[src/rtl/bbox_scanner_pkg.sv]
// bbox_pkg: coordinate format, screen bounds and scanner state shared by the
// bounding-box stage and bbox_scanner.
package bbox_pkg;
   localparam int COORD_W   = 16;
   localparam int FRAC_BITS = 6;
   localparam int INT_W     = COORD_W - FRAC_BITS;
   localparam int SCREEN_W  = 320;
   localparam int SCREEN_H  = 240;
   localparam int CNT_W     = 17;
   localparam logic [COORD_W-1:0] HALF_PIX = COORD_W'(1 << (FRAC_BITS - 1));
   typedef enum logic [1:0] {IDLE, SCAN, DONE} state_t;
endpackage

[src/rtl/bbox_scanner_if.sv]
// bbox_if / pix_if: bounding-box input bus and pixel-sample output bus.
interface bbox_if;
   import bbox_pkg::*;
   logic [COORD_W-1:0] xmin, xmax, ymin, ymax;
   logic               bbox_valid, bbox_ready;
   modport master(output xmin, xmax, ymin, ymax, bbox_valid, input bbox_ready);
   modport slave(input xmin, xmax, ymin, ymax, bbox_valid, output bbox_ready);
endinterface

interface pix_if;
   import bbox_pkg::*;
   logic [COORD_W-1:0] px, py;
   logic               pix_valid, pix_ready, pix_last;
   modport master(output px, py, pix_valid, pix_last, input pix_ready);
   modport slave(input px, py, pix_valid, pix_last, output pix_ready);
endinterface

[src/rtl/bbox_scanner_clip.sv]
// bbox_clip: screen clamp and empty-box detection on integer pixel bounds;
// clamping only exists when BBOX_SCANNER_CLIP_EN is defined.
module bbox_clip
   import bbox_pkg::*;
(
   input  logic [INT_W-1:0] xmin,
   input  logic [INT_W-1:0] xmax,
   input  logic [INT_W-1:0] ymin,
   input  logic [INT_W-1:0] ymax,
   output logic [INT_W-1:0] xmax_clip,
   output logic [INT_W-1:0] ymax_clip,
   output logic             empty
);
`ifdef BBOX_SCANNER_CLIP_EN
   localparam logic [INT_W-1:0] XLIM = INT_W'(SCREEN_W - 1);
   localparam logic [INT_W-1:0] YLIM = INT_W'(SCREEN_H - 1);
   assign xmax_clip = xmax > XLIM ? XLIM : xmax;
   assign ymax_clip = ymax > YLIM ? YLIM : ymax;
   // an off-screen min always exceeds the clamped max, so this also covers it
   assign empty = xmin > xmax_clip || ymin > ymax_clip;
`else
   assign xmax_clip = xmax;
   assign ymax_clip = ymax;
   assign empty = xmin > xmax || ymin > ymax;
`endif
endmodule

[src/rtl/bbox_scanner.sv]
// bbox_scanner: walks each accepted bounding box in raster order, one pixel-centre
// sample per cycle. Define BBOX_SCANNER_CLIP_EN to clip boxes to the screen.
module bbox_scanner
   import bbox_pkg::*;
(
   input  logic             clk,
   input  logic             rst,
   bbox_if.slave            bb,
   pix_if.master            pix,
   output logic             done,
   output logic [CNT_W-1:0] pix_count
);
   state_t           state, nxt;
   logic             rdy;
   logic [INT_W-1:0] cx, cy, xmin, xmax, ymax;
   logic [INT_W-1:0] in_xmin, in_xmax, in_ymin, in_ymax, xmax_clip, ymax_clip;
   logic             empty, accept, fire, at_end;
   logic             unused_frac;

   assign in_xmin = bb.xmin[COORD_W-1:FRAC_BITS];
   assign in_xmax = bb.xmax[COORD_W-1:FRAC_BITS];
   assign in_ymin = bb.ymin[COORD_W-1:FRAC_BITS];
   assign in_ymax = bb.ymax[COORD_W-1:FRAC_BITS];
   assign unused_frac = ^{bb.xmin[FRAC_BITS-1:0], bb.xmax[FRAC_BITS-1:0],
                          bb.ymin[FRAC_BITS-1:0], bb.ymax[FRAC_BITS-1:0]};

   bbox_clip u_clip (
      .xmin(in_xmin), .xmax(in_xmax), .ymin(in_ymin), .ymax(in_ymax),
      .xmax_clip(xmax_clip), .ymax_clip(ymax_clip), .empty(empty)
   );

   always_comb begin
      accept = state == IDLE && rdy && bb.bbox_valid;
      fire   = state == SCAN && pix.pix_ready;
      at_end = cx == xmax && cy == ymax;
      nxt    = state == IDLE ? (accept ? (empty ? DONE : SCAN) : IDLE)
             : state == SCAN ? (fire && at_end ? DONE : SCAN) : IDLE;
   end

   // ready is registered so it stays low through the reset cycle itself
   always_ff @(posedge clk or posedge rst) begin
      if (rst) begin
         state     <= IDLE;
         rdy       <= 1'b0;
         cx        <= '0;
         cy        <= '0;
         xmin      <= '0;
         xmax      <= '0;
         ymax      <= '0;
         pix_count <= '0;
      end else begin
         state <= nxt;
         rdy   <= nxt == IDLE;
         if (accept) begin
            xmin      <= in_xmin;
            xmax      <= xmax_clip;
            ymax      <= ymax_clip;
            cx        <= in_xmin;
            cy        <= in_ymin;
            pix_count <= '0;
         end else if (fire) begin
            pix_count <= pix_count + 1'b1;
            if (!at_end) begin
               cx <= cx == xmax ? xmin : cx + 1'b1;
               cy <= cx == xmax ? cy + 1'b1 : cy;
            end
         end
      end
   end

   assign bb.bbox_ready = rdy;
   assign pix.pix_valid = state == SCAN;
   assign pix.pix_last  = state == SCAN && at_end;
   assign pix.px        = state == SCAN ? {cx, {FRAC_BITS{1'b0}}} | HALF_PIX : '0;
   assign pix.py        = state == SCAN ? {cy, {FRAC_BITS{1'b0}}} | HALF_PIX : '0;
   assign done          = state == DONE;
endmodule

[src/flat_wrapper.sv]
// flat-port wrapper written by rule: the top's interface ports become plain ports
module bbox_scanner_flat import bbox_pkg::*;
  (clk, rst, done, pix_count, bb_xmin, bb_xmax, bb_ymin, bb_ymax, bb_bbox_valid, bb_bbox_ready, pix_px, pix_py, pix_pix_valid, pix_pix_last, pix_pix_ready);
  bbox_if bb_i ();
  pix_if pix_i ();
  input  logic clk;
  input  logic rst;
  output logic done;
  output logic [CNT_W-1:0] pix_count;
  input wire logic [$bits(bb_i.xmin)-1:0] bb_xmin;
  input wire logic [$bits(bb_i.xmax)-1:0] bb_xmax;
  input wire logic [$bits(bb_i.ymin)-1:0] bb_ymin;
  input wire logic [$bits(bb_i.ymax)-1:0] bb_ymax;
  input wire logic [$bits(bb_i.bbox_valid)-1:0] bb_bbox_valid;
  output wire logic [$bits(bb_i.bbox_ready)-1:0] bb_bbox_ready;
  output wire logic [$bits(pix_i.px)-1:0] pix_px;
  output wire logic [$bits(pix_i.py)-1:0] pix_py;
  output wire logic [$bits(pix_i.pix_valid)-1:0] pix_pix_valid;
  output wire logic [$bits(pix_i.pix_last)-1:0] pix_pix_last;
  input wire logic [$bits(pix_i.pix_ready)-1:0] pix_pix_ready;
  assign bb_i.xmin = bb_xmin;
  assign bb_i.xmax = bb_xmax;
  assign bb_i.ymin = bb_ymin;
  assign bb_i.ymax = bb_ymax;
  assign bb_i.bbox_valid = bb_bbox_valid;
  assign bb_bbox_ready = bb_i.bbox_ready;
  assign pix_px = pix_i.px;
  assign pix_py = pix_i.py;
  assign pix_pix_valid = pix_i.pix_valid;
  assign pix_pix_last = pix_i.pix_last;
  assign pix_i.pix_ready = pix_pix_ready;
  bbox_scanner u_core (.clk(clk), .rst(rst), .bb(bb_i), .pix(pix_i), .done(done), .pix_count(pix_count));
endmodule
[config.mk]
export PLATFORM = sky130hd
export DESIGN_NAME = bbox_scanner_flat
export DESIGN_NICKNAME = d
export VERILOG_FILES = /design/src/rtl/bbox_scanner_pkg.sv /design/src/rtl/bbox_scanner_if.sv /design/src/rtl/bbox_scanner_clip.sv /design/src/rtl/bbox_scanner.sv /design/src/flat_wrapper.sv
export SDC_FILE = /design/constraint.sdc
export NUM_CORES = 1
export LEC_CHECK = 0
export ABC_AREA = 0
export BUFFER_PORTS_ARGS = -buffer_cell sky130_fd_sc_hd__buf_2
export CAP_MARGIN = 20
export CELL_PAD_IN_SITES_DETAIL_PLACEMENT = 0
export CELL_PAD_IN_SITES_GLOBAL_PLACEMENT = 1
export CORE_MARGIN = 5
export CORE_UTILIZATION = 35
export DETAILED_ROUTE_END_ITERATION = 6
export PLACE_DENSITY_LB_ADDON = 0.08
export SLEW_MARGIN = 20
export SYNTH_ARGS = -nofsm -noshare
export SYNTH_HDL_FRONTEND = slang
export SYNTH_HIERARCHICAL = 1
export SYNTH_SLANG_ARGS = --single-unit
[constraint.sdc]
create_clock -name clk -period 2.05 [get_ports clk]
set_input_delay 0.3075 -clock clk [delete_from_list [all_inputs] [get_ports clk]]
set_output_delay 0.3075 -clock clk [all_outputs]
set_load 0.05 [all_outputs]
---- After elaboration in Yosys (flattened, before gate mapping) ----
Index checks and enable logic that the tools add are counted.
operators by class
  order comparisons ....................... 2
  reduce and logical (&&, ||, !) cells .... 13
  mux-type cells .......................... 17
  add/subtract/negate cells ............... 3
  equal/unequal tests ..................... 5
operators with widths
  kind                                                   count
  two-way mux 10 bit                                     8
  two-way mux 17 bit                                     2
  two-way mux 16 bit                                     2
  adder 10 x 1 -> 10 bit, second input constant          2
  == test 10 bit                                         2
  > comparator 10 bit                                    2
  adder 17 x 1 -> 17 bit, second input constant          1
  two-way mux 2 bit                                      5
  logical AND 1 bit                                      6
  logical NOT 2 bit                                      2
  nonzero test 2 bit                                     2
  AND reduction 3 bit                                    1
  == test 2 x 1 -> 1 bit, second input constant          1
  == test 2 bit, second input constant                   1
  inequality test 2 x 1 -> 1 bit, second input constant  1
  AND reduction 2 bit                                    1
  logical OR 1 bit                                       1
storage, ports and cells
  register bits ........................... 70
  input port bits ......................... 68
  word-level logic and storage cells ...... 48
  output and inout port bits .............. 53

---- Longest topological paths before layout ----
  depth after elaboration ................. 7
  gate-level depth with buffers ........... 9

---- Cells and area by module ----
The synthesis kept the hierarchy.
by module, submodules not included
  module        sequential area each (um2)  area an instance (um2)  instances  cells each
  bbox_scanner  1,751.7                     3,788.6                 1          422
  bbox_clip     0.0                         669.4                   1          91

---- Worst setup path after synthesis ----
No wires, ideal clock.
  kind .................................... reg2out
  start point ............................. register u_core.state[1]
  end point ............................... output pix_py[10]
  cell stages (with the launch flop) ...... 6
  slack ................................... -0.301 ns
  required time ........................... 1.742 ns
  data arrival time ....................... 2.044 ns
  cell sequence ........................... dfrtp_1 -> nand2b_1 -> inv_1 -> clkbuf_1 -> clkbuf_1 -> and2_1
on the way
  longest elaborated chain between the ends .. 2
ends and longest elaborated chain
  element                 RTL line            RTL
  start, declared         bbox_scanner.sv:13  state_t state, nxt;
  start signal, assigned  bbox_scanner.sv:52  state <= nxt;
  == test 2 x 1 -> 1 bit  -
  net pix_pix_valid       flat_wrapper.sv:18  output wire logic [$bits(pix_i.pix_valid)-1:0] pix_pix_valid;
  two-way mux 16 bit      bbox_scanner.sv:75  assign pix.py = state == SCAN ? {cy, {FRAC_BITS{1'b0}}} | HALF_PIX : '0;
  end, declared           flat_wrapper.sv:17  output wire logic [$bits(pix_i.py)-1:0] pix_py;
The timed path passes the listed nets, and every way through them passes these cells.

---- Final worst setup path ----
  start point ............................. register u_core.cx[2]
  end point ............................... output pix_pix_last
on the way
  longest elaborated chain between the ends .. 3
ends and longest elaborated chain
  element                 RTL line            RTL
  start, declared         bbox_scanner.sv:15  logic [INT_W-1:0] cx, cy, xmin, xmax, ymax;
  start signal, assigned  bbox_scanner.sv:58  cx <= in_xmin;
  start signal, assigned  bbox_scanner.sv:64  cx <= cx == xmax ? xmin : cx + 1'b1;
  == test 10 bit          bbox_scanner.sv:35  at_end = cx == xmax && cy == ymax;
  logical AND 1 bit       bbox_scanner.sv:35
  logical AND 1 bit       bbox_scanner.sv:73  assign pix.pix_last = state == SCAN && at_end;
  end, declared           flat_wrapper.sv:19  output wire logic [$bits(pix_i.pix_last)-1:0] pix_pix_last;
Every way passes these cells.

==> metrics.md <==
| Metric | Value |
|---|---|
| Status | `complete, but fails checks` |
| Failing checks | `setup timing` |
| M2 GR Usage | `24.9%` |
| Final hold viol count | `0` |
| First-pass detailed-route iteration total | `5` |
| Most Crowded Layer GR | `met2` |
| M1 GR Usage | `23.1%` |
| Routed len/inst | `15.2 um` |
| Worst slack at placement | `-0.0972 ns` |
| Global-route wire length before repair | `18800 um` |
| Largest cells by area after synthesis | `dfrtp_1 39%, nand2_1 9.3%, xor2_1 6.9%, ha_1 6.5%, buf_4 5.6%` |
| Antenna violations before repair | `0` |
| Min Hold Slack | `0.0891 ns` |
| RePlAce Congestion | `0.806` |
| Pleak | `2.84 nW` |
| Die area | `15100 um2` |
| Grt met3 use | `2.58%` |
| H-tree Lvls | `3` |
| Largest net degree at the start of global routing | `71` |
| Post-route DRC | `0` |
| Worst-Skew Late Latency | `0.33 ns` |
| Core Area | `12600 um2` |
| Average cell area after synthesis | `8.69 um2` |
| Share of the synthesized area in the top cell type | `39.3%` |
| Min Tclk post-route | `2.23 ns` |
| Max Buffers Root-to-Sink | `2` |
| Post-synthesis sequential element count | `70` |
| Dominant cell type by area after synthesis | `dfrtp_1` |
| Worst-margin pin slew | `0.713 ns` |
| Fmax | `449 MHz` |
| P per Cell Area | `1410 nW/um2` |
| DRT iter0 DRCs | `159` |
| Via count | `3677` |
| Port bufs | `86` |
| P&R area growth vs syn | `23.7%` |
| Post-Synthesis Cell Area | `4460 um2` |
| Final setup viols | `10` |
| Final WS setup | `-0.177 ns` |
| Worst setup EP type | `output pin` |
| Fillers | `1317` |
| Crit path launch type | `register` |
| Fin Setup TNS | `-1.30 ns` |
| Diodes inserted | `0` |
| Final core utilization | `43.9%` |
| WS Path Type | `register to output pin` |
| Tcrit/Tclk final | `109%` |
| Post-CTS Hold Buffers | `0` |
| CP max FO | `2` |
| CTS tree | `yes` |
| FP Rows | `41` |
| Die width | `123 um` |
| Layout Skew | `0.00755 ns` |
| Main synth FF type | `dfrtp_1` |
| Vias/cell | `4.71` |
| Required @ worst endpoint | `1.74 ns` |
| Grt ovf | `0` |
| Ys async rst share | `100%` |
| Vias in the first global route | `3678` |
| Number of enable flip-flop cells after synthesis | `0` |
| Count leader, synth | `nand2_1` |
| RSZ-0062 raised after global routing | `yes` |
| CTS Buf Count | `9` |
| Reg clk slew, reported paths | `0.06 ns` |
| Syn Inst Count | `513` |
| Starting Density | `35.5%` |
| Hold WC Path Type | `primary input to async pin` |
| Hpwl dp | `8900 um` |
| Layout cells sized above 1 | `27.0%` |
| Cell variety after synth | `42` |
| Synth cell count leaders | `110 x nand2_1, 70 x dfrtp_1, 35 x nor2_1, 35 x xor2_1, 33 x buf_4` |
| Slew Viols, Final | `0` |
| WP data arrival | `1.92 ns` |
| Yosys Warn Count | `6` |
| Max-Cap Viols | `0` |
| Crit path largest cell delay | `0.41 ns` |
| Slowest CP cell | `dfrtp_1` |
| CP Cell Sequence | `xnor2_1, nand4_1, nor4_4, nand4_2, nor2_2, buf_6` |
| Ports | `121` |
| R2r worst-path depth | `8` |
| Root buffer cell | `clkbuf_16` |
| Peak VDD IR | `0.000414 V` |
| Drt total wl | `11900 um` |
| Post-route ant nets | `0` |
| Post-synthesis sequential area ratio | `39.3%` |
| Slew headroom | `52.3%` |
| GRT Total Usage | `16.3%` |
| Clock sinks | `70` |
| Chip Height | `123 um` |
| Final-stage net count | `695` |
## metrics by stage
stage / cells / power [mW] / area (um2)
global route: 780 / 8.32 / 5520
CTS: 776 / 7.79 / 5390
detailed placement: 760 / 6.31 / 5100
floorplan: 522 / 5.11 / 4510
finish: 780 / 7.76 / 5520
global placement: 760 / 6.27 / 5100
## routing by layer
metal	up-vias	wire (um)
li1	1836	-
met3	18	430
met5	-	0
met2	72	5380
met4	0	233
met1	1751	5810
## power by group
group          switching [mW]  total (mW)  internal, mW
Sequential              0.406        2.31          1.91
Clock                   0.566        1.44         0.878
Combinational            2.53        4.01          1.48
Total                    3.50        7.76          4.26
## area by class of cell
type / instances / area (um2) / share of cell area [%]
multi-input cells: 368 / 2350 / 42.7
flip-flops and latches: 70 / 1750 / 31.8
repair buffers: 123 / 801 / 14.5
clock buffers: 14 / 264 / 4.79
well taps: 172 / 215 / 3.90
inverters: 32 / 124 / 2.25
clock inverters: 1 / 5.00 / 0.0907
## cell families after synthesis
| group | Yosys count | share of synthesized area, % |
|---|---|---|
| mux | 18 | 4.29 |
| other cells | 1 | 0.0841 |
| xor+xnor | 50 | 9.82 |
| simple gates | 217 | 22.4 |
| flops | 70 | 39.3 |
| compound gates | 50 | 7.49 |
| fa+ha+maj | 23 | 6.46 |
| buf+inv | 84 | 10.2 |
## cell usage in the layout (no fill, tap or decap), types with 2 or more instances in the layout
master	netlist	layout
and2_1	21	14
o211ai_1	3	3
and3_1	5	5
a21oi_1	12	12
clkbuf_1	13	3
and2_2	0	7
nand3b_1	2	2
conb_1	1	10
inv_1	32	31
a21o_1	7	7
mux2_2	9	9
dfrtp_1	70	70
o21ai_0	15	10
buf_6	2	2
nand3_1	13	10
xor2_1	35	35
nor2_1	35	34
nor4_1	2	2
nand3_2	0	3
nand4_1	16	16
buf_4	33	30
mux2i_1	9	9
a221o_1	2	2
a31oi_1	3	2
buf_12	0	3
nand2_1	110	109
clkbuf_8	0	2
ha_1	23	23
xnor2_1	15	15
clkbuf_16	0	11
buf_2	0	84
or3_1	5	5
o21ai_1	0	5
## final timing paths
check | slack [ns] | start | to
worst min register to register | 0.48 | u_core/xmin[5] | u_core/xmin[5]
worst min-delay path | 0.09 | rst | u_core/ymax[2]
worst max-delay path | -0.18 | u_core/cx[2] | pix_pix_last
max in group asynchronous | 1.64 | rst | u_core/xmin[4]
worst max register to register | -0.14 | u_core/cx[2] | u_core/cx[3]
min in group clk | 0.18 | bb_ymax[14] | u_core/ymax[8]
## sequential cells by signal (all words and copies together), names as in the netlist
signal and flops:
u_core/bb.bbox_ready 1, u_core/xmin 10, u_core/cy 10, u_core/ymax 10, u_core/xmax 10, u_core/state 2
u_core/pix_count 17, u_core/cx 10
## critical path, delay by kind of cell, from the launching register on
family / cells / cell delay (ns)
XOR/XNOR: 1 / 0.16
buffers and inverters: 1 / 0.18
flip-flops: 1 / 0.41
AND/OR/NAND/NOR: 4 / 0.83
## what timing repair did
item	in CTS	in global routing
buffers inserted	1	2
gates cloned	0	2
endpoints found under the setup margin	21	24
resized for setup	2	19
pin swaps	2	5
Note: power is estimated with default switching activity, not from simulation.
